### src/rtl/packer_96bit_if.sv
// packer_96bit_if -- byte-stream handshake bundle used on both sides of the packer.
//   data  [31:0] bytes, left-aligned; first byte in [31:24]
//   bytes [2:0]  valid byte count (input side) / byte mask count (output side)
//   valid        producer has data this cycle
//   ready        consumer accepts data this cycle
// modport master drives data/bytes/valid; modport slave drives ready.
interface packer_96bit_if;
    logic [31:0] data;
    logic [2:0]  bytes;
    logic        valid;
    logic        ready;

    modport master (output data, output bytes, output valid, input ready);
    modport slave  (input data, input bytes, input valid, output ready);
endinterface

### src/rtl/packer_96bit.sv
// packer_96bit -- packs 0-4 byte input chunks into full 32-bit output words,
// holding up to 12 bytes in a 96-bit MSB-first accumulator. A flush pulse
// drains everything held, including a final partial word, then pulses done.
//
// Ports:
//   clk          clock, rising edge
//   rstN         asynchronous active-low reset
//   in_s         input stream  (data/bytes/valid in, ready out)
//   out_m        output stream (data/bytes=mask/valid out, ready in)
//   flush        one-cycle drain request
//   done         one-cycle pulse once a flush has fully drained
//   fill         bytes currently held, 0-12
//   out_byte_cnt running total of bytes emitted
//
// Build option: define PACKER_BYTE_COUNT_EN to enable the out_byte_cnt
// counter; without it out_byte_cnt is tied to zero.
//
// state    | meaning
// ---------+-----------------------------------------------------------
// ST_RUN   | normal packing; emits only full 4-byte words
// ST_FLUSH | no input accepted; emits remaining bytes, last word partial
// ST_DONE  | one-cycle done pulse, returns to ST_RUN
module packer_96bit (
    input  logic                  clk,
    input  logic                  rstN,
    packer_96bit_if.slave         in_s,
    packer_96bit_if.master        out_m,
    input  logic                  flush,
    output logic                  done,
    output logic [3:0]            fill,
    output logic [31:0]           out_byte_cnt
);

    typedef enum logic [1:0] {
        ST_RUN   = 2'd0,
        ST_FLUSH = 2'd1,
        ST_DONE  = 2'd2
    } state_t;

    state_t      state;
    state_t      state_next;

    logic [95:0] acc;
    logic [95:0] acc_next;
    logic [3:0]  fill_next;

    logic        in_ready;
    logic        out_valid;
    logic [2:0]  out_mask;

    logic        in_fire;
    logic        out_fire;
    logic [2:0]  in_bytes_eff;
    logic [2:0]  shift_bytes;
    logic [2:0]  add_bytes;
    logic [3:0]  base;
    logic [31:0] in_masked;

    // ---------------- state register ----------------
    always_ff @(posedge clk or negedge rstN) begin
        if (!rstN) begin
            state <= ST_RUN;
        end else begin
            state <= state_next;
        end
    end

    // ---------------- next-state logic ----------------
    always_comb begin
        state_next = state;
        case (state)
            ST_RUN: begin
                if (flush) begin
                    state_next = ST_FLUSH;
                end
            end
            ST_FLUSH: begin
                // No input can arrive in FLUSH, so fill only reaches zero by draining.
                if ((fill == 4'd0) || (out_fire && (fill_next == 4'd0))) begin
                    state_next = ST_DONE;
                end
            end
            ST_DONE: begin
                state_next = ST_RUN;
            end
            default: begin
                state_next = ST_RUN;
            end
        endcase
    end

    // ---------------- output decode (registers only) ----------------
    always_comb begin
        in_ready  = 1'b0;
        out_valid = 1'b0;
        out_mask  = 3'd0;
        done      = 1'b0;
        case (state)
            ST_RUN: begin
                in_ready  = (fill <= 4'd8);
                out_valid = (fill >= 4'd4);
                out_mask  = 3'd4;
            end
            ST_FLUSH: begin
                out_valid = (fill != 4'd0);
                out_mask  = (fill >= 4'd4) ? 3'd4 : fill[2:0];
            end
            ST_DONE: begin
                done = 1'b1;
            end
            default: begin
                in_ready = 1'b0;
            end
        endcase
    end

    assign in_s.ready  = in_ready;
    assign out_m.valid = out_valid;
    assign out_m.bytes = out_mask;
    assign out_m.data  = acc[95:64];

    // ---------------- datapath ----------------
    always_comb begin
        in_bytes_eff = (in_s.bytes <= 3'd4) ? in_s.bytes : 3'd0;
        in_fire      = in_s.valid & in_ready;
        out_fire     = out_valid & out_m.ready;
        shift_bytes  = out_fire ? out_mask : 3'd0;
        add_bytes    = in_fire ? in_bytes_eff : 3'd0;
        base         = fill - {1'b0, shift_bytes};
        // Keep only the top add_bytes bytes so unused accumulator bytes stay zero.
        in_masked    = in_s.data & ~(32'hFFFF_FFFF >> {add_bytes, 3'b000});
        acc_next     = (acc << {shift_bytes, 3'b000})
                     | ({in_masked, 64'd0} >> {base, 3'b000});
        fill_next    = base + {1'b0, add_bytes};
    end

    always_ff @(posedge clk or negedge rstN) begin
        if (!rstN) begin
            acc  <= 96'd0;
            fill <= 4'd0;
        end else begin
            acc  <= acc_next;
            fill <= fill_next;
        end
    end

`ifdef PACKER_BYTE_COUNT_EN
    always_ff @(posedge clk or negedge rstN) begin
        if (!rstN) begin
            out_byte_cnt <= 32'd0;
        end else if (out_fire) begin
            out_byte_cnt <= out_byte_cnt + {29'd0, out_mask};
        end
    end
`else
    assign out_byte_cnt = 32'd0;
`endif

endmodule

### src/flat_wrapper.sv
// flat-port wrapper written by rule: the top's interface ports become plain ports
module packer_96bit_flat 
  (clk, rstN, flush, done, fill, out_byte_cnt, in_s_data, in_s_bytes, in_s_valid, in_s_ready, out_m_data, out_m_bytes, out_m_valid, out_m_ready);
  packer_96bit_if in_s_i ();
  packer_96bit_if out_m_i ();
  input  logic clk;
  input  logic rstN;
  input  logic flush;
  output logic done;
  output logic [3:0] fill;
  output logic [31:0] out_byte_cnt;
  input wire logic [$bits(in_s_i.data)-1:0] in_s_data;
  input wire logic [$bits(in_s_i.bytes)-1:0] in_s_bytes;
  input wire logic [$bits(in_s_i.valid)-1:0] in_s_valid;
  output wire logic [$bits(in_s_i.ready)-1:0] in_s_ready;
  output wire logic [$bits(out_m_i.data)-1:0] out_m_data;
  output wire logic [$bits(out_m_i.bytes)-1:0] out_m_bytes;
  output wire logic [$bits(out_m_i.valid)-1:0] out_m_valid;
  input wire logic [$bits(out_m_i.ready)-1:0] out_m_ready;
  assign in_s_i.data = in_s_data;
  assign in_s_i.bytes = in_s_bytes;
  assign in_s_i.valid = in_s_valid;
  assign in_s_ready = in_s_i.ready;
  assign out_m_data = out_m_i.data;
  assign out_m_bytes = out_m_i.bytes;
  assign out_m_valid = out_m_i.valid;
  assign out_m_i.ready = out_m_ready;
  packer_96bit u_core (.clk(clk), .rstN(rstN), .in_s(in_s_i), .out_m(out_m_i), .flush(flush), .done(done), .fill(fill), .out_byte_cnt(out_byte_cnt));
endmodule
### config.mk
export PLATFORM = sky130hd
export DESIGN_NAME = packer_96bit_flat
export DESIGN_NICKNAME = d
export VERILOG_FILES = /design/src/rtl/packer_96bit_if.sv /design/src/rtl/packer_96bit.sv /design/src/flat_wrapper.sv
export SDC_FILE = /design/constraint.sdc
export NUM_CORES = 1
export LEC_CHECK = 0
export CORE_MARGIN = 1.5
export CORE_UTILIZATION = 30
export DETAILED_ROUTE_END_ITERATION = 12
export PLACE_DENSITY = 0.5
export SLEW_MARGIN = 25
export SYNTH_ARGS = -nofsm -noshare
export SYNTH_HDL_FRONTEND = slang
export SYNTH_SLANG_ARGS = --single-unit
export TNS_END_PERCENT = 50
### constraint.sdc
create_clock -name clk -period 12.05 [get_ports clk]
set_input_delay 1.8075 -clock clk [delete_from_list [all_inputs] [get_ports clk]]
set_output_delay 1.8075 -clock clk [all_outputs]
set_load 0.05 [all_outputs]
==> results by stage, run 1 <==
Die:
- The width of the chip is 166 um.
- The vertical die dimension is 166 um.
- During I/O placement, the number of pins put on the boundary was 114.
- The number of cell rows is 59.
- The area of the placeable core is 26100 um^2.
- The initial cell density of the core is 0.305.
- The die covers 27500 um^2.

Placement:
- The instance count after placement with tap cells included is 1255.
- The number of buffer cells added on primary ports is 81.
- The routability congestion estimate from global placement is 0.837.
- The wire-length estimate of the detail-placed layout is 20500 um.

Clocking:
- The clock net in this run drives a total of 102 sinks.
- The number of setup buffers added after CTS is 0.
- The number of hold buffers added after CTS was 0.
- The clock passes through at most 2 buffers.
- The H-tree was split into 3 levels.
- The clock tree root driver cell is clkbuf_16.
- The number of gates given a new drive strength after cts is 0.
- The clock latency at the later pin of the worst-skew pair is 360 ps.
- The number of buffers added by the clock tree synthesis step is 9.
- After clock tree synthesis, the clock-pin slew on the worst setup and hold paths is 80 ps.
- The CTS tree is built.

Power and ir drop:
- Summed over all nets, the switching power comes to 1.18 mW.
- The share of total power dissipated in combinational logic is 0.607.
- In this run the static leakage power is 3.76 nW.
- The maximum VDD drop is 0.121 mV.
- The part of the power in registers is 0.249.
- The total power of the final layout is 2.30 mW.
- The switching share of power is 0.512.
- Power spread over the standard cell area amounts to 260 nW/um^2.
- Of the total power, the clock network draws 0.144.
- The internal power is 1.12 mW.

STA:
- Setup violations remaining at the end of the flow were counted as 0.
- The clock arrives with 8.24 ps of skew.
- Setup repair after global routing left no endpoint under its margin.
- For the pin with the worst max-slew slack, the measured transition is 1060 ps.
- The relative max-transition margin is 0.290.
- The post-route clock period utilization is 0.537.
- Setup total negative slack on the finished layout was measured at 0 ps.
- The count of endpoints failing hold in the final timing report is 0.
- Based on the critical path, the design can be clocked at up to 155 MHz.
- The max-slew violation count is 0.
- Hold timing on the final database bottoms out at a slack of 507 ps.
- The minimum clock period is 6470 ps.

Layout:
- Across the whole layout, storage elements account for 2550 um^2.
- The final core area utilization is 0.339.
- The count of nets after finishing is 979.
- The total of fill cells in the finished design is 2742.
- The area growth from synthesis to layout is 11.2%.
- For this run, the number of standard cells in the final layout without fillers is 1271.
- The proportion of layout cells with a drive suffix above 1 is 0.0524.
- The number of antenna diodes in the final layout is 0.
- The area taken by multi-input logic gates is 4600 um^2.

Global routing:
- The initial antenna violation count came to 0.
- Across every metal layer, demand over resource in global routing totals 0.200.
- The first global-routing pass estimated 42700 um of wire.
- The largest net degree at the start of global routing is 66.
- The number of global-route vias before repair is 6858.
- The total overflow left after global routing is 0.

Setup path:
- Along the worst path, the maximum fanout reaches 41.
- Walking the worst path, the cells encountered are clkdlybuf4s50_1 > nor4b_2 > nand3_2 > buf_4 > clkinv_2 > ha_2 > fa_1 > clkinv_1 > nor3b_2 > nor2b_1 > a221o_1.
- The biggest cell delay along the critical path is 830 ps.
- The largest individual stage delay along the critical path comes from the cell fa_1.
- The critical path is of the input pin to flop type.
- STA puts the critical path data arrival time at 6760 ps.
- The element type at the critical path end is a flop.
- The data required time of the critical path is 12340 ps.
- The launching element type of the critical path is an input pin.

Yosys:
- The count of flip-flops with a built-in enable after synthesis is 0.
- The share of Yosys cell area claimed by the top area cell type is 0.321.
- The largest total area in the synthesized netlist belongs to dfrtp_1.
- In this run, distinct cell masters in the synthesized netlist total 70.
- Of all flip-flops after synthesis, the portion carrying an async set or reset was 1.00.
- By count the netlist is led by nand2_1, dfrtp_1, buf_4.
- By instance count, the leading cell after synthesis is nand2_1.
- By area the synthesized netlist is led by dfrtp_1, mux2i_1, nand2_1, buf_4, a221o_1.
- The Yosys step of the flow raised 0 warnings.
- The synthesized area per cell is 8.47 um^2.
- After synthesis the cells add up to 7950 um^2.
- Among all flip-flop cells after synthesis, the most frequent one is dfrtp_1.
- The synthesized instance count is 938.
- The number of synthesized register bits is 102.
- The share of the Yosys chip area taken by registers is 0.321.

Drt:
- Summed over all nets, wire length on met3 after detailed routing comes to 2350 um.
- In this run, the number of DRC markers left after iteration 0 of detailed routing was 745.
- The first TritonRoute pass finished after 7 iterations.
- The final routed DRC violation total is 0.
- The remaining antenna violation count after routing is 0.
- In the routed layout, each cell is associated on average with a via count of 5.73.
- After detailed routing, the wire length on met1 is 13600 um.
- The routed design uses 11500 um of met2 wire.
- The detail-routed net length per standard cell is 22.0 um.
- The routed layout has 7288 vias.
- After detailed routing, the total wire length is 27900 um.
- The highest signal layer in the routed design is met4.

Worst hold path:
- The class of the tightest hold or removal check is flop to flop.

Run:
- Across the run, the number of max-cap violations was 0.

Status:
- The run finished with clean final reports.
[worst max-delay path, delay by kind of cell]
kind                       cells  cell delay, ps
adders and majority gates      2            1220
buffers and inverters          4            1940
and+or+nand+nor                4            1460
AOI/OAI and AO/OA              1             290
[final timing paths]
| kind | start | endpoint | slack, ps | cells past startpoint |
|---|---|---|---|---|
| max | out_m_ready | u_core.acc[27] | 5580 | 11 |
| min | u_core.acc[57] | u_core.acc[89] | 510 | 2 |
| max reg2reg | u_core.fill[3] | u_core.acc[27] | 6980 | 10 |
| min reg2reg | u_core.acc[57] | u_core.acc[89] | 510 | 2 |
| max in group asynchronous | rstN | u_core.acc[34] | 9330 | 2 |
| min in group asynchronous | rstN | u_core.acc[91] | 1460 | 1 |
[per-layer routing]
| layer | vias to the layer above | track usage |
|---|---|---|
| li1 | 3379 | - |
| met1 | 3480 | 0.310 |
| met2 | 397 | 0.280 |
| met3 | 32 | 0.0362 |
| met4 | 0 | 0.0509 |
| met5 | - | 0 |
[flip-flops by register name, indices dropped and copies added, names as in the netlist]
signal	flops
u_core.state	2
u_core.acc	96
u_core.fill	4
[cells in the final DEF (no fill, tap or decap), types with 4 or more instances in the layout]
master             n
a211o_1           14
a21o_1            19
a21oi_1           43
a221o_1           38
a221oi_1          11
a22o_1            27
a22oi_1           30
a2bb2oi_1         15
a31oi_1           17
a32oi_1            6
and2_1             6
and3_1             5
buf_4             10
clkbuf_16          9
clkdlybuf4s50_1   80
conb_1            32
dfrtp_1          102
ha_1               5
inv_1             12
mux2i_1           60
nand2_1          156
nand2b_1           6
nand3_1           29
nor2_1            41
nor2_2             5
nor2b_1           12
nor3_1             4
nor3b_2            4
o21ai_0           47
o221a_1            6
o22a_1            15
o22ai_1           13
[power by group through the flow]
stage	clock network, mW	registers [mW]	logic (mW)
3_3_place_gp	0	0.580	1.38
4_1_cts	0.336	0.571	1.38
6_report	0.332	0.572	1.39
3_5_place_dp	0	0.578	1.38
2_1_floorplan	0	0.550	1.09
5_1_grt	0.347	0.591	1.51
[cell families (layout without fill, tap and decap cells)]
kind of cell	count (synthesis)	count (layout)	synth area share
xor+xnor	4	4	0.00441
compound gates	317	317	0.298
mux	60	60	0.0756
flops	102	102	0.321
buf+inv	156	123	0.116
other cells	1	32	0.000472
simple gates	290	290	0.169
fa+ha+maj	8	8	0.0145
[through the flow]
stage	setup slack [ps]	cell area (um^2)
after global routing	5290	8840
final	5580	8840
after floorplan	6520	8060
after global placement	5250	8510
after detailed placement	5220	8510
after CTS	5600	8840
[cell type report]
type | count | share of cell area
Timing Repair Buffer | 90 | 0.0991
Tap cell | 335 | 0.0474
Clock inverter | 5 | 0.00920
Clock buffer | 11 | 0.0275
Multi-Input combinational cell | 711 | 0.521
Sequential cell | 102 | 0.289
Inverter | 17 | 0.00736
Note: power is estimated with default switching activity, not from simulation.
==> run 2: changes to the inputs <==
PLACE_DENSITY = 0.52   (was 0.5)
clock period = 5.4 ns   (was 12.05 ns; I/O delays follow)
==> results by stage, run 2 (synthesis gave the netlist of run 1 again) <==
Die:
- The core region is 26100 um^2.
- The overall die area is 27500 um^2.
- In this run the vertical extent of the chip is 166 um.
- For this configuration, the core starts out at a cell density of 0.305.
- The total I/O pin count is 114.
- The floorplan has 59 rows.
- The width of the chip is 166 um.

Clocking:
- The post-cts hold buffer count is 0.
- The clock tree synthesis step divided the H-tree into 3 levels.
- After clock tree synthesis, the clock-pin slew on the worst setup and hold paths is 80 ps.
- The buffer levels on the longest clock path is 2.
- The clock latency at the later pin of the worst-skew pair is 360 ps.
- Once the clock tree was built, the setup fixing pass inserted 0 buffers.
- The CTS tree is built.
- The number of buffers added by the clock tree synthesis step is 9.
- The number of gates given a new drive strength after cts is 0.
- Clock tree synthesis found a total of 102 sinks.
- The clock tree root driver cell is clkbuf_16.

Placement:
- During placement, the flow inserted port buffers numbering 81.
- After legalization and detailed placement, the total HPWL measured 20500 um.
- The routability congestion estimate from global placement is 0.915.

Layout:
- More flip-flops sit in one register than any other, and that register is u_core.acc.
- The antenna diode count is 0.
- The library cell used most frequently in the layout, excluding fill and tap cells, is nand2_1.
- In the final layout, the registers with the most flip-flops are u_core.acc (96), u_core.fill (4), u_core.state (2).
- The final core area utilization is 0.340.
- The number of flip-flops in the largest register is 96.
- In the layout the commonest cells are nand2_1, dfrtp_1, clkdlybuf4s50_1.
- The proportion of layout cells with a drive suffix above 1 is 0.0544.
- The synthesis-to-finish area growth is 11.7%.
- The net count of the finished layout is 981.

STA:
- The final hold slack is 534 ps.
- The max-slew violation count is 0.
- Setup repair after global routing left no endpoint under its margin.
- The final setup skew is 9.51 ps.
- In the finished design, the share of the clock period the worst path needs comes to 0.810.
- The clock period could shrink to 4380 ps.
- The count of endpoints failing hold in the final timing report is 0.
- The number of setup violations in the final report is 0.
- The final setup TNS is 0 ps.
- Headroom to the max-slew limit came out at 0.330.
- For the pin with the worst max-slew slack, the measured transition is 1010 ps.
- The achievable frequency is 229 MHz.

Drt:
- For this block, the routed nets add up to 29000 um of wire.
- After detailed routing, the number of remaining DRC violations is 0.
- The first detailed-routing pass ran for 5 iterations.
- The remaining antenna violation count after routing is 0.
- In the routed layout, each cell is associated on average with a via count of 5.84.
- In the final routed layout, each cell accounts on average for 22.8 um.
- The detailed router finished its first iteration with 868 violations.
- Signal routing reaches up to met4.
- The met1 routed wirelength after detailed routing is 13500 um.
- The final route contains 7431 vias.
- The total met3 wirelength after detailed routing is 2670 um.
- Summed over all nets, wire length on met2 after detailed routing comes to 12200 um.

Setup path:
- The worst setup path is launched from an input pin.
- The count of cells along the worst register-to-register path is 12.
- The classification of the worst setup path is input pin to flop.
- In this run the critical register-to-register path is captured at u_core.state[0].
- Data on the critical path arrives at its endpoint at 4630 ps.
- The minimum setup slack among reg-to-reg paths is 1390 ps.
- The worst setup path is captured at a flop.
- The data required time of the critical path is 5660 ps.
- The launch point of the worst reg-to-reg path is u_core.state[1].
- The peak fanout along the critical path is 24.

Worst hold path:
- For hold timing, the worst endpoint is u_core.acc[88].
- The origin of the worst min-delay path is u_core.acc[56].
- The worst hold path belongs to the class flop to flop.
- Counting instances, the worst hold path has a depth of 2.

Global routing:
- The first global-routing pass estimated 44100 um of wire.
- The overall overflow remaining after global route is 0.
- Entering global routing, the biggest net connects 69 pins.
- The number of global-route vias before repair is 7023.
- The initial antenna violation count is 0.
- The overall track demand over capacity in global routing is 0.207.

Power and ir drop:
- Summed over all cells, the static leakage comes to 3.79 nW.
- The maximum VDD drop is 0.292 mV.
- The cell area power density is 590 nW/um^2.

Run:
- The reported max-cap violation count is 0.

Status:
- The run finished with clean final reports.
-- run 2: cell types whose count changed in the layout (fill, tap and decap cells not counted), moves of 2 or more --
cell / previous run / this run
buf_4: 10 / 12
clkinv_4: 0 / 2
clkbuf_8: 1 / 3
clkinv_2: 2 / 0
-- run 2: how the worst max path moves through the flow --
stage / cells after the start / start / to / slack [ps]
2_1_floorplan: 16 / out_m_ready / u_core.state[0] / 870
3_3_place_gp: 13 / out_m_ready / u_core.state[0] / 730
3_5_place_dp: 13 / out_m_ready / u_core.state[0] / 660
4_1_cts: 13 / out_m_ready / u_core.state[0] / 1040
5_1_grt: 13 / out_m_ready / u_core.state[0] / 700
6_report: 13 / out_m_ready / u_core.state[0] / 1020
-- run 2: area by class of cell --
class / instances / area (um^2)
Clock buffer: 12 / 267
Fill cell: 2749 / 17200
Timing Repair Buffer: 92 / 891
Multi-Input combinational cell: 711 / 4600
Clock inverter: 4 / 77.6
Tap cell: 335 / 419
Inverter: 17 / 66.3
Sequential cell: 102 / 2550
-- run 2: worst max-delay path: stages --
cell             delay (ps)
clkdlybuf4s50_1         470
nor4b_2                 190
nand3_2                 120
inv_4                   140
ha_1                    260
fa_1                    800
clkinv_1                420
ha_1                    400
a21o_1                  170
a21oi_1                 170
xor2_1                  100
or3_1                   420
o2111a_1                160
-- run 2: power breakdown --
group	internal, mW	switching [mW]	total, mW
registers	1.02	0.261	1.28
clock network	0.447	0.328	0.775
logic	1.07	2.11	3.18
-- run 2: stage by stage --
stage / std cells / worst slack (ps) / power, mW / area (um^2)
floorplan: 969 / 867 / 3.65 / 8060
global placement: 1257 / 727 / 4.42 / 8530
detailed placement: 1257 / 664 / 4.44 / 8530
CTS: 1273 / 1040 / 5.21 / 8870
global route: 1273 / 704 / 5.54 / 8870
finish: 1273 / 1020 / 5.23 / 8870
-- run 2: layer usage --
layer | track usage | vias up
met3 | 0.0379 | 29
met2 | 0.298 | 414
met5 | 0 | -
li1 | - | 3381
met1 | 0.311 | 3607
met4 | 0.0635 | 0
